## src/rtl/drive_pkg.sv

```systemverilog
// rtl/drive_pkg.sv - shared FSM states, command-bit layout and default timing for drive_cmd_tx
package drive_pkg;

    typedef enum logic [2:0] {
        ST_IDLE,
        ST_START,
        ST_DATA,
        ST_PARITY,
        ST_STOP
    } tx_state_t;

    localparam logic [2:0] CMD_FWD      = 3'd0;
    localparam logic [2:0] CMD_BWD      = 3'd1;
    localparam logic [2:0] CMD_LEFT     = 3'd2;
    localparam logic [2:0] CMD_RIGHT    = 3'd3;
    localparam logic [2:0] CMD_MODE_LSB = 3'd4;

    // 100 MHz system clock into a 9600 baud link
    localparam int DEFAULT_CLKS_PER_BIT   = 10417;
    localparam int DEFAULT_REFRESH_CYCLES = 1000000;

endpackage

```

## src/rtl/baud_tick.sv

```systemverilog
// rtl/baud_tick.sv - bit-period counter; ticks in the last cycle of each UART bit, held at zero by clear
module baud_tick
    import drive_pkg::*;
#(
    parameter int CLKS_PER_BIT = DEFAULT_CLKS_PER_BIT
) (
    input  logic clk,
    input  logic rst_n,
    input  logic clear,
    output logic tick
);

    localparam int CW = (CLKS_PER_BIT > 1) ? $clog2(CLKS_PER_BIT) : 1;
    localparam logic [CW-1:0] LAST = CW'(CLKS_PER_BIT - 1);

    logic [CW-1:0] cnt;

    always_ff @(posedge clk) begin
        if (!rst_n || clear) begin
            cnt <= '0;
        end else if (cnt == LAST) begin
            cnt <= '0;
        end else begin
            cnt <= cnt + 1'b1;
        end
    end

    assign tick = !clear && (cnt == LAST);

endmodule

```

## src/rtl/drive_cmd_tx.sv

```systemverilog
// rtl/drive_cmd_tx.sv - serializes the manual-drive command byte onto the UART TX line
// DRIVE_CMD_TX_PARITY_EN adds an even-parity bit between the data and stop bits
module drive_cmd_tx
    import drive_pkg::*;
#(
    parameter int CLKS_PER_BIT   = DEFAULT_CLKS_PER_BIT,
    parameter int REFRESH_CYCLES = DEFAULT_REFRESH_CYCLES
) (
    input  logic       clk,
    input  logic       rst_n,
    input  logic       enable,
    input  logic       move_forward,
    input  logic       move_backward,
    input  logic       turn_left,
    input  logic       turn_right,
    input  logic [1:0] mode,
    output logic       tx,
    output logic       busy,
    output logic       frame_done
);

    localparam int RW = (REFRESH_CYCLES > 1) ? $clog2(REFRESH_CYCLES) : 1;
    localparam logic [RW-1:0] REFRESH_LAST = RW'(REFRESH_CYCLES - 1);

    tx_state_t     state, state_next;
    logic [7:0]    cmd_byte, shift_reg, last_sent;
    logic [2:0]    bit_idx;
    logic [RW-1:0] refresh_cnt, refresh_next;
    logic          pending, bit_tick, start_frame;
`ifdef DRIVE_CMD_TX_PARITY_EN
    logic          parity_bit;
`endif

    // Opposing drive or steering requests cancel each other out
    always_comb begin
        cmd_byte                      = '0;
        cmd_byte[CMD_FWD]             = move_forward & ~move_backward;
        cmd_byte[CMD_BWD]             = move_backward & ~move_forward;
        cmd_byte[CMD_LEFT]            = turn_left & ~turn_right;
        cmd_byte[CMD_RIGHT]           = turn_right & ~turn_left;
        cmd_byte[CMD_MODE_LSB +: 2]   = mode;
    end

    assign refresh_next = (refresh_cnt == REFRESH_LAST) ? refresh_cnt : refresh_cnt + 1'b1;
    assign start_frame  = (state == ST_IDLE) && pending && enable;

    baud_tick #(
        .CLKS_PER_BIT(CLKS_PER_BIT)
    ) u_baud_tick (
        .clk  (clk),
        .rst_n(rst_n),
        .clear(state == ST_IDLE),
        .tick (bit_tick)
    );

    always_ff @(posedge clk) begin
        if (!rst_n) begin
            state       <= ST_IDLE;
            shift_reg   <= '0;
            last_sent   <= '0;
            bit_idx     <= '0;
            refresh_cnt <= '0;
            pending     <= 1'b1;
`ifdef DRIVE_CMD_TX_PARITY_EN
            parity_bit  <= 1'b0;
`endif
        end else begin
            state <= state_next;
            if (start_frame) begin
                shift_reg   <= cmd_byte;
                last_sent   <= cmd_byte;
                bit_idx     <= '0;
                refresh_cnt <= '0;
                pending     <= 1'b0;
`ifdef DRIVE_CMD_TX_PARITY_EN
                parity_bit  <= ^cmd_byte;
`endif
            end else begin
                refresh_cnt <= refresh_next;
                // Sticky until the next frame start, so only the latest value is ever sent
                if ((cmd_byte != last_sent) || (refresh_next == REFRESH_LAST)) begin
                    pending <= 1'b1;
                end
                if ((state == ST_DATA) && bit_tick) begin
                    shift_reg <= {1'b0, shift_reg[7:1]};
                    bit_idx   <= bit_idx + 3'd1;
                end
            end
        end
    end

    always_comb begin
        state_next = state;
        tx         = 1'b1;
        busy       = 1'b1;
        frame_done = 1'b0;
        case (state)
            ST_IDLE: begin
                busy = 1'b0;
                if (start_frame) begin
                    state_next = ST_START;
                end
            end
            ST_START: begin
                tx = 1'b0;
                if (bit_tick) begin
                    state_next = ST_DATA;
                end
            end
            ST_DATA: begin
                tx = shift_reg[0];
                if (bit_tick && (bit_idx == 3'd7)) begin
`ifdef DRIVE_CMD_TX_PARITY_EN
                    state_next = ST_PARITY;
`else
                    state_next = ST_STOP;
`endif
                end
            end
`ifdef DRIVE_CMD_TX_PARITY_EN
            ST_PARITY: begin
                tx = parity_bit;
                if (bit_tick) begin
                    state_next = ST_STOP;
                end
            end
`endif
            ST_STOP: begin
                if (bit_tick) begin
                    frame_done = 1'b1;
                    state_next = ST_IDLE;
                end
            end
            default: begin
                busy       = 1'b0;
                state_next = ST_IDLE;
            end
        endcase
    end

endmodule

```

## config.mk

```make
export PLATFORM = sky130hd
export DESIGN_NAME = drive_cmd_tx
export DESIGN_NICKNAME = d
export VERILOG_FILES = /design/src/rtl/drive_pkg.sv /design/src/rtl/baud_tick.sv /design/src/rtl/drive_cmd_tx.sv
export SDC_FILE = /design/constraint.sdc
export NUM_CORES = 1
export LEC_CHECK = 0
export CORE_MARGIN = 1
export CORE_UTILIZATION = 40
export CTS_BUF_LIST = sky130_fd_sc_hd__clkbuf_8
export DETAILED_ROUTE_END_ITERATION = 10
export REMOVE_ABC_BUFFERS = 1
export SLEW_MARGIN = 5
export SYNTH_ARGS = -nofsm -noshare
export SYNTH_HDL_FRONTEND = slang
export SYNTH_SLANG_ARGS = --single-unit
```

## constraint.sdc

```tcl
create_clock -name clk -period 2.1 [get_ports clk]
set_input_delay 0.63 -clock clk [delete_from_list [all_inputs] [get_ports clk]]
set_output_delay 0.63 -clock clk [all_outputs]
set_load 0.005 [all_outputs]
```

==> parameters.txt, run 1 <==
Parameter                              Value

Drt
  Number of violations reported at the end of detailed-routing iteration 0    85
  Antenna-violating nets left    0
  Via count of the routed design    2310
  Detailed Routing Iterations Pass 1    4
  Number of remaining DRC errors    0
  Final WL    5520 µm
  Via-per-instance ratio    5.33
  Avg WL per Cell    12.7 µm

Layout
  Largest register FFs    20
  Number of antenna cells inserted    0
  Layout cells sized above 1    19.4%
  Number of nets in the final layout    369
  Post-Layout Cell Count    433
  Top reg by flops    refresh_cnt
  Area growth from synthesis to layout    20.9%
  Top Registers    refresh_cnt (20), u_baud_tick.cnt (14)

Synthesis
  Cell Area, Synth    0.00271 mm²
  Portion of synthesized cell area occupied by the leading cell type    39.2%
  Synth top cells by count    sky130_fd_sc_hd__dfxtp_1 (53), sky130_fd_sc_hd__nor2_1 (50), sky130_fd_sc_hd__nand2_1 (25), sky130_fd_sc_hd__xor2_1 (23), sky130_fd_sc_hd__a21oi_1 (17)
  Most repeated cell in the gate-level netlist after synthesis    sky130_fd_sc_hd__dfxtp_1
  Fraction of registers with async set/reset    0%
  Seq/Total Area, Yosys    39.2%
  Number of different library cells in the post-synthesis netlist    52
  Mean Syn Cell Area    8.63 µm²
  Top area cells in the synthesized netlist    sky130_fd_sc_hd__dfxtp_1 (39%), sky130_fd_sc_hd__xor2_1 (7.4%), sky130_fd_sc_hd__nor2_1 (6.9%)
  Total of warnings raised by yosys    0
  Biggest area consumer among synthesized cells    sky130_fd_sc_hd__dfxtp_1
  Number of storage elements in the synthesis netlist    53
  Count of flip-flops with a built-in enable after synthesis    0
  Post-synthesis cell count    314
  Synth Flop Type    sky130_fd_sc_hd__dfxtp_1

Timing
  Hold slack    0.477 ns
  Worst slew margin relative to its limit    69.0%
  Transition time at the pin with the least slew margin    0.461 ns
  Layout Skew    0.00973 ns
  Slew Viols, Final    0
  Final cycle utilization of the critical path    102%
  Fmax achieved    0.466 GHz
  Setup repair after global routing missed its margin    yes
  Aggregate negative setup slack    -0.0459 ns
  Number of endpoints failing setup at the final stage    1
  Hold Violations, Final    0
  Time the final worst path needs with I/O delays and setup    2.15 ns
  Final critical-path setup slack    -0.0459 ns

Floorplan
  Die Outline Area    0.00710 mm²
  Die Span X    84.3 µm
  Initial cell density of the core    41.9%
  Placeable core region    0.00646 mm²
  Site row count    29
  DIE HEIGHT    84.3 µm
  # IOs    12

Critical path
  Signal arrival time at the worst endpoint    1.52 ns
  Worst endpoint required time    1.47 ns
  Kind of critical path    reg -> out
  Sort of element at the end of the critical path    output pin
  Worst Path Max Fanout    2
  Kind of start point of the critical path    flop

Power and ir drop
  Switching fraction of total power    24.6%
  Switching power summed over all nets    437 µW
  Leakage component of the power    0.00124 µW
  Clock power share    31.8%
  Gate power share    9.7%
  Sequential power share    58.6%
  Maximum resistive drop on vdd    0.234 mV
  Power density normalized to cell area    543 mW/mm²
  Cell-internal power    1340 µW

Place
  Placed Instances    416
  IO Port Bufs    11
  Half-perimeter wire length after placement    4020 µm
  Placer's final routability congestion estimate    0.796

Clock network
  Clock network latency to the later pin of the worst-skew pair    0.30 ns
  Number of clock sinks    53
  Root buffer cell    sky130_fd_sc_hd__clkbuf_8
  Number of H-tree branching levels    2
  Clock slew at reported path FFs    0.10 ns
  Total clock buffers created by CTS    5
  Clock tree from TritonCTS    yes
  Maximum buffer depth of the clock tree    2

Global routing
  Total grt overflow    0
  Maximum number of pins on one net before global-route repair    24
  Via count of the first global-routing pass    2224
  Antenna violations before repair    0
  Overall track demand over capacity in global routing    16.9%
  First-pass GRT wire length    9790 µm

Outcome
  Outcome    finished with violations
  Violated checks    negative setup slack

Job
  Number of maximum-capacitance constraint violations    0

Hold path
  Worst min path class    reg -> reg
==> final cells by class <==
class	count	area, µm²
Fill cell	629	3180
Sequential cell	53	1070
Timing Repair Buffer	47	389
Inverter	8	30.0
Multi-Input combinational cell	240	1600
Clock inverter	3	17.5
Clock buffer	5	68.8
Tap cell	77	96.3
==> cell families after synthesis <==
| kind of cell | count (synthesis) | share of synthesized area, % |
|---|---|---|
| buffers and inverters | 21 | 3.23 |
| xor gates and xnor gates | 36 | 11.6 |
| adders and majority gates | 5 | 2.31 |
| DFF | 53 | 39.2 |
| muxes | 6 | 2.22 |
| AOI/OAI and AO/OA | 40 | 9.38 |
| and+or+nand+nor | 153 | 32.1 |
==> what timing repair did <==
action                                 4_1_cts  5_1_grt
hold buffers                                 0        0
gates resized for setup                     20        5
pin swaps                                    4        1
endpoints found under the hold margin        0        0
setup buffers                                7        2
setup endpoints to repair                    3        4
==> per-stage QoR <==
step                area, µm²  setup slack, ns  total power (µW)  util (%)
finish                   3280          -0.0459              1780      50.7
global route             3280           -0.155              1870      50.7
CTS                      3240          -0.0621              1800      50.2
detailed placement       3070           -0.214              1230      47.6
global placement         3070           -0.190              1220      47.6
floorplan                2650            0.115              1150         -
==> metal layers <==
layer | share of wire [%] | GRT usage, % | vias up
li1 | - | - | 1176
met4 | 1.3 | 5.02 | 0
met2 | 48 | 28.5 | 23
met1 | 49 | 21.7 | 1104
met5 | 0 | 0 | -
met3 | 2.2 | 3.34 | 7
==> worst max-delay path, stage by stage (launching register included) <==
cell and delay [ns]:
sky130_fd_sc_hd__dfxtp_2 0.34, sky130_fd_sc_hd__inv_2 0.07, sky130_fd_sc_hd__ha_4 0.13, sky130_fd_sc_hd__nor3b_4 0.21, sky130_fd_sc_hd__nand4b_4 0.12, sky130_fd_sc_hd__nor4b_2 0.20
sky130_fd_sc_hd__buf_2 0.14
==> layout by cell type (no fill, tap or decap), types with 3 or more instances in the layout <==
cell / n
sky130_fd_sc_hd__nor2_1: 50
sky130_fd_sc_hd__a21oi_1: 17
sky130_fd_sc_hd__ha_1: 4
sky130_fd_sc_hd__nor3_1: 7
sky130_fd_sc_hd__o21ai_0: 5
sky130_fd_sc_hd__nand3_1: 12
sky130_fd_sc_hd__nor3b_1: 3
sky130_fd_sc_hd__clkdlybuf4s50_1: 8
sky130_fd_sc_hd__inv_1: 7
sky130_fd_sc_hd__and4_1: 4
sky130_fd_sc_hd__dfxtp_1: 49
sky130_fd_sc_hd__nand3b_1: 3
sky130_fd_sc_hd__a31oi_1: 4
sky130_fd_sc_hd__buf_4: 34
sky130_fd_sc_hd__nand2b_1: 5
sky130_fd_sc_hd__nand2_1: 24
sky130_fd_sc_hd__xor2_1: 23
sky130_fd_sc_hd__xnor2_1: 13
sky130_fd_sc_hd__nor2b_1: 4
sky130_fd_sc_hd__nor4_1: 3
sky130_fd_sc_hd__nand4_1: 8
sky130_fd_sc_hd__clkbuf_8: 5
sky130_fd_sc_hd__and3_1: 9
sky130_fd_sc_hd__mux2i_1: 6
==> power by group through the flow <==
stage / Clock [µW] / Sequential, µW / Combinational, µW
2_1_floorplan: 0 / 1060 / 85.1
3_3_place_gp: 0 / 1060 / 161
3_5_place_dp: 0 / 1060 / 163
4_1_cts: 589 / 1040 / 170
5_1_grt: 639 / 1050 / 189
6_report: 566 / 1040 / 172
==> worst paths after layout <==
kind                                          from      endpoint  slack (ns)  cells after the start
worst max register to register  u_baud_tick.cnt[1]  shift_reg[0]        0.10                     11
worst min-delay path                  shift_reg[5]  shift_reg[5]        0.48                      2
worst max-delay path            u_baud_tick.cnt[1]    frame_done       -0.05                      6
worst min register to register        shift_reg[5]  shift_reg[5]        0.48                      2
No activity file was read; power rests on OpenSTA's default activity.
==> run 2: changes to the inputs <==
- SKIP_CTS_REPAIR_TIMING: not set -> 1
- SKIP_LAST_GASP: not set -> 1
==> parameters.txt, run 2 (synthesis gave the netlist of run 1 again) <==
Parameter                              Value

Outcome
  Outcome    finished with violations
  Violated checks    negative setup slack

Power and ir drop
  Gate power share    9.5%
  Leakage component of the power    0.00122 µW
  Maximum resistive drop on vdd    0.233 mV
  Switching power summed over all nets    439 µW
  Cell-internal power    1340 µW
  Switching fraction of total power    24.7%
  Clock power share    31.9%
  Sequential power share    58.6%
  Power density normalized to cell area    549 mW/mm²

Floorplan
  Die Outline Area    0.00710 mm²
  Die Span X    84.3 µm
  DIE HEIGHT    84.3 µm
  # IOs    12
  Initial cell density of the core    41.9%
  Site row count    29
  Placeable core region    0.00646 mm²

Drt
  Detailed Routing Iterations Pass 1    4
  Via-per-instance ratio    5.28
  Antenna-violating nets left    0
  Avg WL per Cell    12.8 µm
  Via count of the routed design    2258
  Number of violations reported at the end of detailed-routing iteration 0    91
  Number of remaining DRC errors    0
  Final WL    5480 µm

Critical path
  Signal arrival time at the worst endpoint    1.56 ns
  Worst endpoint required time    1.47 ns
  Worst reg2reg startpoint    u_baud_tick.cnt[0]
  Worst Path Max Fanout    2
  Kind of start point of the critical path    flop
  Worst-case register-to-register setup slack    0.12 ns
  Kind of critical path    reg -> out
  Reg2reg end    bit_idx[1]
  Count of cells along the worst register-to-register path    10
  Sort of element at the end of the critical path    output pin

Global routing
  Via count of the first global-routing pass    2185
  Maximum number of pins on one net before global-route repair    24
  First-pass GRT wire length    9640 µm
  Total grt overflow    0
  Antenna violations before repair    0
  Overall track demand over capacity in global routing    16.5%

Layout
  Largest register FFs    20
  Area growth from synthesis to layout    19.7%
  Number of nets in the final layout    364
  Post-Layout Cell Count    428
  Top reg by flops    refresh_cnt
  Register cell area after layout    0.00107 mm²
  Area used by multi-input combinational logic    0.00160 mm²
  Leading cell types in the layout, fill and taps excluded    sky130_fd_sc_hd__nor2_1 (50), sky130_fd_sc_hd__dfxtp_1 (49), sky130_fd_sc_hd__buf_4 (30)
  Most common library cell in the layout ignoring fill and taps    sky130_fd_sc_hd__nor2_1
  Layout cells sized above 1    18.2%
  Final-layout fill cell count    639
  Top Registers    refresh_cnt (20), u_baud_tick.cnt (14)
  Number of antenna cells inserted    0
  Final instance area    0.00324 mm²

Timing
  Final cycle utilization of the critical path    104%
  Slew Viols, Final    0
  Fmax achieved    0.457 GHz
  Time the final worst path needs with I/O delays and setup    2.19 ns
  Layout Skew    0.0121 ns
  Number of endpoints failing setup at the final stage    1
  Worst slew margin relative to its limit    69.0%
  Transition time at the pin with the least slew margin    0.461 ns
  Setup repair after global routing missed its margin    yes
  Final critical-path setup slack    -0.0870 ns
  Hold Violations, Final    0

Clock network
  Clock slew at reported path FFs    0.10 ns
  Maximum buffer depth of the clock tree    2
  Number of H-tree branching levels    2
  Clock network latency to the later pin of the worst-skew pair    0.31 ns
  Number of clock sinks    53
  Clock tree from TritonCTS    yes
  Total clock buffers created by CTS    5
  Root buffer cell    sky130_fd_sc_hd__clkbuf_8

Place
  Post-Place Cell Area    0.00307 mm²
  Placer's final routability congestion estimate    0.796
  Placed Instances    416
  IO Port Bufs    11
  Half-perimeter wire length after placement    4020 µm

Job
  Number of maximum-capacitance constraint violations    0

Hold path
  Number of cells on the worst hold path    2
  Hold Path End    shift_reg[5]
  Worst min path class    reg -> reg
  Startpoint of the tightest hold check path    shift_reg[5]
## run 2: area by class of cell
type	instances	share of cell area, %
flip-flops and latches	53	33.0
clock buffers	5	2.12
clock inverters	3	0.540
inverters	8	0.926
well taps	77	2.97
repair buffers	42	11.0
multi-input cells	240	49.4
## run 2: routing by layer
metal	global-route usage (%)	wire length (µm)
met5	0	0
met4	5.02	72
met3	3.34	123
met2	27.5	2540
met1	21.6	2740
## run 2: how the worst max path moves through the flow
| stage | slack (ns) | from | depth (start not counted) | end |
|---|---|---|---|---|
| 2_1_floorplan | 0.12 | refresh_cnt[0] | 7 | pending |
| 3_3_place_gp | -0.19 | u_baud_tick.cnt[0] | 6 | frame_done |
| 3_5_place_dp | -0.21 | u_baud_tick.cnt[1] | 6 | frame_done |
| 4_1_cts | -0.57 | u_baud_tick.cnt[1] | 6 | frame_done |
| 5_1_grt | -0.19 | u_baud_tick.cnt[0] | 6 | frame_done |
| 6_report | -0.09 | u_baud_tick.cnt[0] | 6 | frame_done |
## run 2: critical path: stages (launching register included)
cell                       delay (ns)
sky130_fd_sc_hd__dfxtp_2         0.33
sky130_fd_sc_hd__inv_2           0.05
sky130_fd_sc_hd__ha_1            0.14
sky130_fd_sc_hd__nor3b_4         0.21
sky130_fd_sc_hd__nand4b_4        0.13
sky130_fd_sc_hd__nor4b_4         0.25
sky130_fd_sc_hd__buf_2           0.14
## run 2: power by group through the flow
| stage | logic, µW | clock network (µW) | registers (µW) |
|---|---|---|---|
| after floorplan | 85.1 | 0 | 1060 |
| after global placement | 161 | 0 | 1060 |
| after detailed placement | 163 | 0 | 1060 |
| after CTS | 164 | 590 | 1040 |
| after global routing | 187 | 639 | 1050 |
| final | 170 | 567 | 1040 |
## run 2: stage by stage
| stage | hold slack, ns | TNS (ns) | power (µW) | setup WS, ns | utilization (%) |
|---|---|---|---|---|---|
| finish | 0.475 | -0.0870 | 1780 | -0.0870 | 50.2 |
| global route | 0.499 | -0.198 | 1870 | -0.188 | 50.2 |
| floorplan | 0.417 | 0 | 1150 | 0.115 | - |
| CTS | 0.484 | -0.833 | 1790 | -0.568 | 48.9 |
| detailed placement | 0.470 | -0.360 | 1230 | -0.214 | 47.6 |
| global placement | 0.447 | -0.299 | 1220 | -0.190 | 47.6 |
